File: src/rtl/seq_subtractor32.sv
// Multi-cycle subtractor D = A - B - Bin, CHUNK bits per clock with the borrow rippling between chunks.
// Optional Z/V flag logic is enabled by defining SUB_FLAGS_EN; otherwise Z and V are tied low.
module seq_subtractor32 #(
    parameter int WIDTH = 32,
    parameter int CHUNK = 4
) (
    input  logic             clk,
    input  logic             rst,
    input  logic             in_valid,
    output logic             in_ready,
    input  logic [WIDTH-1:0] A,
    input  logic [WIDTH-1:0] B,
    input  logic             Bin,
    output logic             out_valid,
    input  logic             out_ready,
    output logic [WIDTH-1:0] D,
    output logic             Bout,
    output logic             Z,
    output logic             V
);

    localparam int N     = WIDTH / CHUNK;
    localparam int CNT_W = (N > 1) ? $clog2(N) : 1;

    generate
        if (WIDTH % CHUNK != 0) begin : g_bad_chunk
            $error("seq_subtractor32: WIDTH must be a multiple of CHUNK");
        end
    endgenerate

    typedef enum logic [1:0] {S_IDLE, S_RUN, S_DONE} state_t;

    state_t             r_state;
    state_t             w_state_nxt;
    logic               w_accept;
    logic               w_last;
    logic [WIDTH-1:0]   r_a;
    logic [WIDTH-1:0]   r_b;
    logic [WIDTH-1:0]   r_d;
    logic [WIDTH-1:0]   w_d_nxt;
    logic [CNT_W-1:0]   r_cnt;
    logic               r_borrow;
    logic               r_bout;
    logic [CHUNK:0]     w_diff;

    always_ff @(posedge clk or posedge rst) begin
        if (rst) begin
            r_state <= S_IDLE;
        end else begin
            r_state <= w_state_nxt;
        end
    end

    always_comb begin
        w_state_nxt = r_state;
        w_accept    = 1'b0;
        case (r_state)
            S_IDLE: begin
                if (in_valid) begin
                    w_accept    = 1'b1;
                    w_state_nxt = S_RUN;
                end
            end
            S_RUN: begin
                if (w_last) begin
                    w_state_nxt = S_DONE;
                end
            end
            S_DONE: begin
                if (out_ready) begin
                    w_state_nxt = S_IDLE;
                end
            end
            default: w_state_nxt = S_IDLE;
        endcase
    end

    assign in_ready  = (r_state == S_IDLE) & ~rst;
    assign out_valid = (r_state == S_DONE);
    assign w_last    = (r_cnt == CNT_W'(N - 1));

    // One chunk per clock; the extra top bit of the difference is the borrow out of the chunk.
    always_comb begin
        w_diff  = {1'b0, r_a[r_cnt*CHUNK +: CHUNK]} - {1'b0, r_b[r_cnt*CHUNK +: CHUNK]}
                - {{CHUNK{1'b0}}, r_borrow};
        w_d_nxt = r_d;
        w_d_nxt[r_cnt*CHUNK +: CHUNK] = w_diff[CHUNK-1:0];
    end

    always_ff @(posedge clk or posedge rst) begin
        if (rst) begin
            r_a      <= '0;
            r_b      <= '0;
            r_d      <= '0;
            r_cnt    <= '0;
            r_borrow <= 1'b0;
            r_bout   <= 1'b0;
        end else if (w_accept) begin
            r_a      <= A;
            r_b      <= B;
            r_borrow <= Bin;
            r_cnt    <= '0;
        end else if (r_state == S_RUN) begin
            r_d      <= w_d_nxt;
            r_borrow <= w_diff[CHUNK];
            r_cnt    <= r_cnt + CNT_W'(1);
            if (w_last) begin
                r_bout <= w_diff[CHUNK];
            end
        end
    end

    assign D    = r_d;
    assign Bout = r_bout;

`ifdef SUB_FLAGS_EN
    logic             r_bp_msb;
    logic             r_z;
    logic             r_v;
    logic [WIDTH-1:0] w_bp;

    // Overflow is judged against B+Bin, so keep only the sign bit of that sum from the accept edge.
    assign w_bp = B + {{(WIDTH-1){1'b0}}, Bin};

    always_ff @(posedge clk or posedge rst) begin
        if (rst) begin
            r_bp_msb <= 1'b0;
            r_z      <= 1'b0;
            r_v      <= 1'b0;
        end else if (w_accept) begin
            r_bp_msb <= w_bp[WIDTH-1];
        end else if ((r_state == S_RUN) && w_last) begin
            r_z <= (w_d_nxt == '0);
            r_v <= (r_a[WIDTH-1] != r_bp_msb) & (w_d_nxt[WIDTH-1] != r_a[WIDTH-1]);
        end
    end

    assign Z = r_z;
    assign V = r_v;
`else
    assign Z = 1'b0;
    assign V = 1'b0;
`endif

endmodule
File: config.mk
export PLATFORM = sky130hd
export DESIGN_NAME = seq_subtractor32
export DESIGN_NICKNAME = d
export VERILOG_FILES = /design/src/rtl/seq_subtractor32.sv
export SDC_FILE = /design/constraint.sdc
export NUM_CORES = 1
export LEC_CHECK = 0
export ABC_CLOCK_PERIOD_IN_PS = 8910
export BUFFER_PORTS_ARGS = -buffer_cell sky130_fd_sc_hd__clkbuf_2
export CORE_UTILIZATION = 55
export DETAILED_ROUTE_END_ITERATION = 12
export PLACE_DENSITY_LB_ADDON = 0.3
export RECOVER_POWER = 50
export SYNTH_ARGS = -nofsm -noshare
export SYNTH_HDL_FRONTEND = slang
export SYNTH_SLANG_ARGS = --single-unit
File: constraint.sdc
create_clock -name clk -period 8.91 [get_ports clk]
set_input_delay 0.4455 -clock clk [delete_from_list [all_inputs] [get_ports clk]]
set_output_delay 0.4455 -clock clk [all_outputs]
set_load 0.02 [all_outputs]
Yosys cells after proc, flatten, opt, wreduce, memory -nomap -nowiden
Cells that the tools add are included.
{"block": "word_totals", "ff_bits": 103, "input_bits": 69, "output_inout_bits": 37, "elab_cells": 40}
{"block": "op_classes", "n_addsub": 4, "eq_ne": 6, "n_shift": 4, "mux": 11, "n_bitwise": 3, "n_reduce_logical": 5}
{"operator": "$shiftx 32x6->4", "count": 2}
{"operator": "$neg 5->34", "count": 1}
{"operator": "$shift 4x34->32 const A", "count": 1}
{"operator": "$shiftx 4x34->32", "count": 1}
{"operator": "$bwmux 32", "count": 1}
{"operator": "$mux 2", "count": 3}
{"operator": "$mux 3", "count": 2}
{"operator": "$pmux 2 s3", "count": 1}
{"operator": "$reduce_and 3->1", "count": 2}
{"operator": "$sub 4x4->5", "count": 1}
{"operator": "$sub 5x1->5", "count": 1}
{"operator": "$mux 1", "count": 4}
{"operator": "$ne 2x2->1 const B", "count": 2}
{"operator": "$add 3x1->3 const B", "count": 1}
{"operator": "$eq 3x3->1 const B", "count": 1}
{"operator": "$eq 2x1->1 const B", "count": 1}
{"operator": "$eq 2x2->1 const B", "count": 1}
{"operator": "$logic_not 2->1", "count": 1}
{"operator": "$ne 2x1->1 const B", "count": 1}
{"operator": "$not 1->1", "count": 2}
{"operator": "$reduce_and 2->1", "count": 1}
{"operator": "$reduce_bool 2->1", "count": 1}
{"operator": "$and 1x1->1", "count": 1}

Longest topological paths before layout
{"block": "logic_depth", "depth_word": 5, "ltp_mapped": 13}

Worst setup path before layout
No wires, ideal clock.
{"block": "synth_path", "path_kind": "register -> register", "startpoint": "reg r_cnt[0]", "endpoint": "reg r_d[22], in the netlist D[22]", "setup_time_ns": 0.125, "arrival_ns": 2.897, "setup_slack_ns": 5.888, "path_stages_with_launch": 11, "period_less_slack_ns": 3.022, "path_cell_list": "dfrtp_1 > buf_6 > clkbuf_1 > mux4_2 > mux2i_1 > fa_1 > inv_1 > fa_1 > xor2_1 > nor2_1 > mux2_2"}
{"block": "synth_via", "elab_chain_len": 5, "word_cells_on_any_way": 8, "cone_classes": "add/sub: 3; shift: 4; mux: 1"}
{"item": "start, declared", "line": "41", "text": "logic [CNT_W-1:0] r_cnt;"}
{"item": "start signal, assigned", "line": "106", "text": "r_cnt <= r_cnt + CNT_W'(1);"}
{"item": "$shiftx 32x6->4", "line": "84", "text": "w_diff = {1'b0, r_a[r_cnt*CHUNK +: CHUNK]} - {1'b0, r_b[r_cnt*CHUNK +: CHUNK]}"}
{"item": "$sub 4x4->5", "line": "84"}
{"item": "$sub 5x1->5", "line": "85", "text": "- {{CHUNK{1'b0}}, r_borrow};"}
{"item": "$shiftx 4x34->32", "line": "87", "text": "w_d_nxt[r_cnt*CHUNK +: CHUNK] = w_diff[CHUNK-1:0];"}
{"item": "$bwmux 32 *", "line": "87"}
{"item": "end signal, assigned", "line": "104", "text": "r_d <= w_d_nxt;"}
{"item": "end, declared", "line": "39", "text": "logic [WIDTH-1:0] r_d;"}
Mark *: on every way between the ends. The rest lies on a longest branch, timed or not.
A chain may end at the register's enable or synchronous reset.

==> flow_summary.json <==
{
  "status": "finished, violations left",
  "violations": "capacitance limit, slew limit",
  "avgSynthCellArea_um2": 12.8,
  "finalMaxSlewViolations": 83,
  "antenna_found_initial": 0,
  "finalSetupTns_ns": 0,
  "vias_per_cell": 5.55,
  "rsz0062_at_grt": "no",
  "netlist_top_cells_area": "dfrtp_1, mux2_2, mux4_2",
  "cts_max_level": 3,
  "dp.cells": 572,
  "clockBufferDepth": 2,
  "syn_area_um2": 4850,
  "fin_area_um2": 5600,
  "final_hold_viol_count": 0,
  "finalSetupViolCount": 0,
  "cp_max_fo": 82,
  "grt_pass1_wl_um": 16100,
  "cts.repair_timing.setup_buffer_count": 0,
  "multi_input_area_um2": 2140,
  "wl_um": 9730,
  "hp-class": "in -> async",
  "r2r_cells": 8,
  "skew_ns": 0.00941,
  "clock-sinks": 103,
  "tightestPinTransition_ns": 4.17,
  "drive_above_1_share": 0.386,
  "max_freq_mhz": 216,
  "p_leak_uw": 0.00257,
  "synth_cell_types": 41,
  "clk_pin_slew_ns": 0.09,
  "wire_per_inst_um": 16.6,
  "dp_hpwl_um": 7080,
  "dieArea_um2": 9190,
  "register_area_um2": 2580,
  "final_cells": 587,
  "numCtsBuffers": 9,
  "die_h_um": 95.9,
  "startpoint_type": "input pin",
  "area_delta_synth_final_pct": 15.6,
  "cts_tree": "built",
  "first_global_vias": 3381,
  "die_w_um": 95.9,
  "root_buffer": "clkbuf_8",
  "yosysSeqAreaShare": 0.532,
  "fill_cells": 678,
  "grt-ovfl-total": 0,
  "yosys.area.top_type": "dfrtp_1",
  "reg2reg_to": "D[10]",
  "core_area_um2": 8380,
  "yosys_warnings": 0,
  "synth_top_area_share": 0.532,
  "first_pass_iters": 4,
  "fp-row-count": 33,
  "synth_seq_cells": 103,
  "cp.required_ns": 8.41,
  "initial_core_util": 0.578,
  "vias": 3256,
  "pin_count": 106,
  "grt_max_degree": 83,
  "ctsHoldBuffers": 0,
  "crit_path_end_kind": "async pin",
  "r2r_slack_ns": 5.73,
  "placed_area_um2": 5440,
  "layout_min_cycle_time_ns": 4.63,
  "io_buffer_count": 103,
  "slew_headroom": -1.78,
  "drc": 0,
  "place.gp.congestion": 0.829,
  "max_cap_viol_count": 1,
  "nets": 560,
  "timing.rr.start": "r_cnt[1]",
  "ant_nets": 0,
  "synthCells": 378,
  "drt_iter0_drc": 169,
  "grt_util_all_layers": 0.236,
  "clock_latency_ns": 0.36,
  "cts_resized": 0,
  "p_per_area_nw_per_um2": 441,
  "n_antenna_cell": 0,
  "ir_drop_v": 0.000316,
  "path_class": "in -> async",
  "fin_crit_sh": 0.520,
  "cp.arrival_ns": 4.14
}
==> registers in the layout, indices dropped and copies added, names as in the netlist <==
name	count
Bout	1
r_cnt	3
r_state	2
r_b	32
r_a	32
r_borrow	1
D	32
==> cell families after synthesis <==
group | share of synthesized area
other | 0.000774
adders and majority gates | 0.0367
xor gates and xnor gates | 0.00542
muxes | 0.273
DFF | 0.532
and+or+nand+nor | 0.0893
AOI/OAI and AO/OA | 0.0343
buffers and inverters | 0.0281
==> power by group <==
group / switching (µW) / internal (µW) / total (µW)
logic: 744 / 590 / 1330
registers: 139 / 686 / 825
clock network: 155 / 158 / 313
total: 1040 / 1430 / 2470
==> stage by stage <==
step / hold slack (ns) / worst slack (ns) / utilization / power, µW
finish: 0.227 / 4.28 / 0.668 / 2470
global route: 0.266 / 3.23 / 0.668 / 2670
CTS: 0.0264 / 5.65 / 0.674 / 2500
detailed placement: 0.416 / 5.68 / 0.649 / 2190
global placement: 0.409 / 5.76 / 0.649 / 2130
floorplan: 0.473 / 5.76 / - / 1830
==> metal layers <==
metal  GRT usage  routed length, µm  vias up
met4      0.0634                133        0
li1            -                  -     1525
met2       0.416               4950       84
met3      0.0490                447       18
met5           0                  0        -
met1       0.295               4200     1629
==> cell type report <==
cell class	count	area share
inverter	13	0.00893
tap	105	0.0235
clock inverter	5	0.0147
sequential	103	0.460
multi-input combinational	245	0.382
timing repair buffer	106	0.0878
clock buffer	10	0.0228
==> cells in the mapped netlist <==
library cell and count:
dfrtp_1 103, mux2_2 78, nand2_1 51, nor2_1 16, mux4_2 15, o21ai_0 14
inv_1 12, ha_1 11, clkbuf_1 10, mux2i_1 6, nand3_1 5, nand4_1 5
nor3_1 5, buf_2 4, mux2_1 3, nand2b_1 3, nor2b_1 3, or2_2 3
a21oi_1 2, buf_4 2, fa_1 2, nand3b_1 2, o211ai_1 2, o31ai_1 2
o41ai_1 2, xnor2_1 2, a21oi_2 1, a22o_1 1, a22oi_1 1, a31oi_1 1
and3_1 1, buf_1 1, buf_6 1, conb_1 1, inv_2 1, mux2_4 1
nand4b_1 1, nor3b_1 1, o21bai_1 1, or3_1 1, xor2_1 1
==> worst max path at each step <==
stage	from	end	slack, ns	depth (start not counted)
after global routing	rst	r_b[13]	3.23	3
after detailed placement	r_cnt[1]	D[10]	5.68	8
final	rst	r_b[16]	4.28	3
after CTS	r_cnt[1]	D[10]	5.65	8
after global placement	r_cnt[1]	D[10]	5.76	8
after floorplan	rst	Bout	5.76	1
==> worst max-delay path: stages <==
cell and delay, ns:
clkbuf_1 0.09, clkinvlp_2 0.57, clkbuf_1 2.96
==> layout by cell type, fill, tap and decap left out, drive strengths merged, types with 2 or more instances in the layout <==
master | Yosys | layout
ha | 11 | 11
a21oi | 3 | 3
mux2i | 6 | 6
nand2 | 51 | 51
clkbuf | 10 | 114
xnor2 | 2 | 2
bufinv | 0 | 2
fa | 2 | 2
or2 | 3 | 3
clkinv | 0 | 2
nor3 | 5 | 5
o21ai | 14 | 14
inv | 13 | 13
mux4 | 15 | 15
mux2 | 82 | 82
dfrtp | 103 | 103
nand4 | 5 | 5
nor2b | 3 | 3
buf | 8 | 2
o211ai | 2 | 2
nand3 | 5 | 5
conb | 1 | 2
nor2 | 16 | 16
o31ai | 2 | 2
nand2b | 3 | 3
o41ai | 2 | 2
nand3b | 2 | 2
Power figures use the tool's default switching activity.
